<file path="config.mk">
export PLATFORM = sky130hd
export DESIGN_NAME = input_selector_scheduler
export DESIGN_NICKNAME = d
export VERILOG_FILES = /design/src/rtl/input_selector_scheduler.sv
export SDC_FILE = /design/constraint.sdc
export NUM_CORES = 2
export LEC_CHECK = 0
export CAP_MARGIN = 0
export CORE_ASPECT_RATIO = 1.5
export CORE_MARGIN = 4
export CORE_UTILIZATION = 31
export DETAILED_ROUTE_END_ITERATION = 7
export GPL_TIMING_DRIVEN = 0
export PLACE_DENSITY = 0.53
export SYNTH_ARGS = -nofsm -noshare
export SYNTH_HDL_FRONTEND = slang
export SYNTH_SLANG_ARGS = --single-unit
</file>
<file path="constraint.sdc">
create_clock -name clk -period 21.5 [get_ports clk]
set_input_delay 5.375 -clock clk [delete_from_list [all_inputs] [get_ports clk]]
set_output_delay 5.375 -clock clk [all_outputs]
set_load 0.005 [all_outputs]
</file>
<file path="src/rtl/input_selector_scheduler.sv">
// Steps the selector block's selection word through a host-written table, holding each entry for its dwell.
// Define INPUT_SELECTOR_SCHED_SKIP_EN to skip zero-dwell entries instead of holding them for one cycle.
module input_selector_scheduler #(
    parameter int MAIN_INPUTS     = 16,
    parameter int REGS_INPUTS     = 64,
    parameter int OUTPUTS         = 4,
    parameter int OUTPUTS_PER_BUS = 4,
    parameter int STEPS           = 8,
    parameter int DWELL_WIDTH     = 8,
    localparam int SEL_W = 1 + $clog2(MAIN_INPUTS) + $clog2(REGS_INPUTS),
    localparam int CFG_W = OUTPUTS * OUTPUTS_PER_BUS * SEL_W,
    localparam int IDX_W = $clog2(STEPS)
) (
    input  logic                   clk,
    input  logic                   reset_L,
    input  logic                   wCfgWrEn,
    input  logic [IDX_W-1:0]       wCfgAddr,
    input  logic [CFG_W-1:0]       wCfgSelec,
    input  logic [DWELL_WIDTH-1:0] wCfgDwell,
    input  logic [IDX_W:0]         wNumSteps,
    input  logic                   wLoop,
    input  logic                   wStart,
    input  logic                   wStop,
    output logic [CFG_W-1:0]       wSelec,
    output logic                   wBusy,
    output logic [IDX_W-1:0]       wStepIdx,
    output logic                   wRunning,
    output logic                   wDone
);

    localparam logic [1:0] S_IDLE = 2'd0;
    localparam logic [1:0] S_LOAD = 2'd1;
    localparam logic [1:0] S_HOLD = 2'd2;
    localparam logic [1:0] S_DONE = 2'd3;

    localparam logic [IDX_W:0]       MAX_STEPS = (IDX_W+1)'(STEPS);
    localparam logic [DWELL_WIDTH-1:0] DWELL_ONE = DWELL_WIDTH'(1);

    logic [CFG_W-1:0]       tbl_selec [STEPS];
    logic [DWELL_WIDTH-1:0] tbl_dwell [STEPS];

    logic [1:0]             state, state_d;
    logic [IDX_W-1:0]       idx, idx_d;
    logic [IDX_W:0]         n, n_d;
    logic                   loop_r, loop_d;
    logic [DWELL_WIDTH-1:0] cnt, cnt_d;
    logic [CFG_W-1:0]       selec_d;

    logic                   dwell_zero;
    logic                   last_step;
    logic [1:0]             adv_state;
    logic [IDX_W-1:0]       adv_idx;

    // Table has no reset; a LOAD in the same cycle as a write sees the old entry.
    always_ff @(posedge clk) begin
        if (wCfgWrEn) begin
            tbl_selec[wCfgAddr] <= wCfgSelec;
            tbl_dwell[wCfgAddr] <= wCfgDwell;
        end
    end

    assign dwell_zero = (tbl_dwell[idx] == '0);
    assign last_step  = ({1'b0, idx} == (n - 1'b1));

    // Where the schedule goes once the current step is finished.
    always_comb begin
        adv_state = S_LOAD;
        adv_idx   = idx + 1'b1;
        if (last_step) begin
            adv_idx   = '0;
            adv_state = loop_r ? S_LOAD : S_DONE;
        end
    end

    always_comb begin
        state_d = state;
        idx_d   = idx;
        n_d     = n;
        loop_d  = loop_r;
        cnt_d   = cnt;
        selec_d = wSelec;
        case (state)
            S_IDLE: begin
                if (wStart && !wStop && (wNumSteps != '0)) begin
                    state_d = S_LOAD;
                    idx_d   = '0;
                    n_d     = (wNumSteps > MAX_STEPS) ? MAX_STEPS : wNumSteps;
                    loop_d  = wLoop;
                end
            end
            S_LOAD: begin
`ifdef INPUT_SELECTOR_SCHED_SKIP_EN
                if (dwell_zero) begin
                    state_d = adv_state;
                    if (adv_state == S_LOAD) idx_d = adv_idx;
                end else begin
                    selec_d = tbl_selec[idx];
                    cnt_d   = tbl_dwell[idx];
                    state_d = S_HOLD;
                end
`else
                selec_d = tbl_selec[idx];
                cnt_d   = dwell_zero ? DWELL_ONE : tbl_dwell[idx];
                state_d = S_HOLD;
`endif
            end
            S_HOLD: begin
                if (cnt == DWELL_ONE) begin
                    state_d = adv_state;
                    if (adv_state == S_LOAD) idx_d = adv_idx;
                end else begin
                    cnt_d = cnt - 1'b1;
                end
            end
            default: state_d = S_IDLE;
        endcase
        // Abort wins over everything and freezes the selection where it is.
        if (wStop && (state != S_IDLE)) begin
            state_d = S_IDLE;
            idx_d   = idx;
            selec_d = wSelec;
        end
    end

    always_ff @(posedge clk) begin
        if (!reset_L) begin
            state  <= S_IDLE;
            idx    <= '0;
            n      <= '0;
            loop_r <= 1'b0;
            cnt    <= '0;
            wSelec <= '0;
            wBusy  <= 1'b1;
            wDone  <= 1'b0;
        end else begin
            state  <= state_d;
            idx    <= idx_d;
            n      <= n_d;
            loop_r <= loop_d;
            cnt    <= cnt_d;
            wSelec <= selec_d;
            wBusy  <= (state_d != S_HOLD);
            wDone  <= (state_d == S_DONE);
        end
    end

    assign wStepIdx = idx;
    assign wRunning = (state == S_LOAD) || (state == S_HOLD);

endmodule

</file>
==> run metrics <==
final hold vios 0; largest net degree at the start of global routing 24; Avg Vias per Cell 4.82; final setup fails 0; WS Path Type primary input to flop; Synth top area share 0.709; CTS tree yes; final critical-path required period just over 8000 ps; layout cells sized above 1 0.216; Clock Skews 50.5 ps; Slew Limit Fails 0; Post-synth top flop edfxtp_1; Netlist cell types 50; Ports 379; pre-CTS WS about 12,000 ps; initial antenna violation count 47; Die Y-Extent ~560 um; Worst Path Required approximately 22,000 ps; Least-Margin Pin Slew about 1400 ps; Post-CTS Setup Bufs 0; vias 30,600; Cell Rows between 200 and 250; Routed wire per std cell approximately 26 um; Post-Syn Instances approximately 2,900; # DRC 0; core area approximately 0.2 mm2; root buffer cell clkbuf_16; Crit. End Element flop; ys async rst share 0; final worst slack about 13,000 ps; Yosys reg bits approximately 1,700; Die Width ~370 um; synthesis-to-layout area growth 23.5%; final wirelength ~170,000 um; largest area contributor in the netlist edfxtp_1; clk_lat worst skew about 820 ps; final worst-path cycle share 0.385; Hold Crit Start wSelec[45]; GRT Residual Overflow 0; Post-Syn Area around 0.062 mm2; ANT nets after route 0; Cell Pwr Density between 90 and 100 mW/mm2; vias in the first global route 32,700; RSZ-0062 raised after global routing no; most frequent cells in the layout 1,472 x edfxtp_1, 378 x clkdlybuf4s50_1, 356 x mux4_2; Syn. warnings 0; sequential area share after synthesis 0.773; TritonCTS buffer count about 180; slew margin rel. 0.0745; routability cong. about 0.73; port buffer count roughly 380; Final #Nets roughly 3,700; hold-fix buffers at CTS 0; EDFF count, synth roughly 1,500; Synth Net Count just over 3,000; Startpoint Class primary input; Peak VDD IR ~71 uV; Detailed Place HPWL roughly 110,000 um; final hold slack approximately 500 ps; Die Area between 0.2 and 0.25 mm2; CP startpoint reset_L; Critical Path AT around 9000 ps; Fmax 0.121 GHz; Post-CTS Resized 0; LEAKAGE 25.5 nW; type of the worst min-delay path flop to flop; Starting Density 0.312; Max Cap Violations 0; first-pass GRT wire length between 200,000 and 250,000 um; Pre-Repair DR Iteration Count 5; crit-path max FO 10; leading cell type in the layout, fill and taps excluded edfxtp_1; main area contributors after synthesis edfxtp_1 71%, mux4_2 13%, dfxtp_1 6.4%; largest buffer count on any clock path 4; Sinks on Clock Net 1,671; status finished clean; Total GRT Usage 0.157; R2R Path Start state[0]; Layout Utilization 0.385; mean post-synth cell area between 20 and 25 um2; H-tree levels 4; clock-pin slew on the worst setup and hold paths 60 ps; setup slack, reg-to-reg between 15,000 and 20,000 ps; DR iter-0 viols between 2,000 and 2,500
-- synth_stat cells (all sizes together) (3+ instances only) --
cell type / n
edfxtp: 1472
mux4: 368
dfxtp: 199
nand2: 194
mux2i: 185
o211a: 177
clkbuf: 96
buf: 69
nor2: 16
inv: 10
nor2b: 9
ha: 8
nor3: 8
a21oi: 7
nand2b: 5
o211ai: 5
o21ai: 5
nor3b: 4
a21boi: 3
a31oi: 3
or4: 3
xnor2: 3
-- registers in the layout, indices dropped and copies added (netlist names), 2 cells and up, named ones only --
name / cells
wSelec: 176
cnt: 8
tbl_selec: 1408
state: 2
wStepIdx: 3
tbl_dwell: 64
n: 4
-- where the power goes --
group / leakage, nW / switching, W / internal, W / total (W)
logic: 7.68 / 0.000185 / 0.000164 / 0.000348
clock network: 2.82 / 0.00126 / 0.00177 / 0.00304
registers: 15.0 / 0.0000387 / 0.00366 / 0.00370
total: 25.5 / 0.00149 / 0.00559 / 0.00708
-- worst paths after layout --
check | endpoint | cells past startpoint
max | wSelec[123] | 5
min | wSelec[45] | 1
max reg2reg | wSelec[70] | 9
min reg2reg | wSelec[45] | 1
-- through the flow --
step,TNS [ps],total power (W),instance area [um2],instances
after floorplan,0,0.00390,62400,2877
after global placement,-9019340,0.00414,69400,5894
after detailed placement,0,0.00412,71200,6002
after CTS,0,0.00719,77000,6319
after global routing,0,0.00734,77000,6320
final,0,0.00708,77000,6343
-- cell type report --
class                           instances  area [um2]
Sequential cell                      1671       48200
Clock buffer                          232        4840
Multi-Input combinational cell       1031       13500
Fill cell                           18100      123000
Buffer                                165         707
Tap cell                             2639        3300
Clock inverter                         85         905
Antenna cell                           24        60.1
Inverter                               10        37.5
Timing Repair Buffer                  486        5500
-- worst max-delay path, cell delays in order --
cell	delay, ps
clkdlybuf4s50_1	530
clkbuf_1	930
clkbuf_2	770
clkbuf_1	1060
o211a_1	280
-- cell families (layout without fill, tap and decap cells) --
logic type | Yosys count | in the layout | share of synthesized area
adders and majority gates | 8 | 8 | 0.00161
DFF | 1671 | 1671 | 0.773
and+or+nand+nor | 250 | 250 | 0.0169
AOI/OAI and AO/OA | 214 | 214 | 0.0326
other | 0 | 24 | 0
muxes | 555 | 555 | 0.164
xor gates and xnor gates | 4 | 4 | 0.000803
buffers and inverters | 175 | 978 | 0.0118
-- metal layers --
| metal | up-vias | GRT usage | share of wire |
|---|---|---|---|
| met1 | 16200 | 0.197 | 0.41 |
| met2 | 790 | 0.262 | 0.49 |
| met3 | 270 | 0.0544 | 0.080 |
| met5 | - | 0 | 0.0021 |
| li1 | 13300 | - | - |
| met4 | 52 | 0.0378 | 0.021 |
Note: power is estimated with default switching activity, not from simulation.
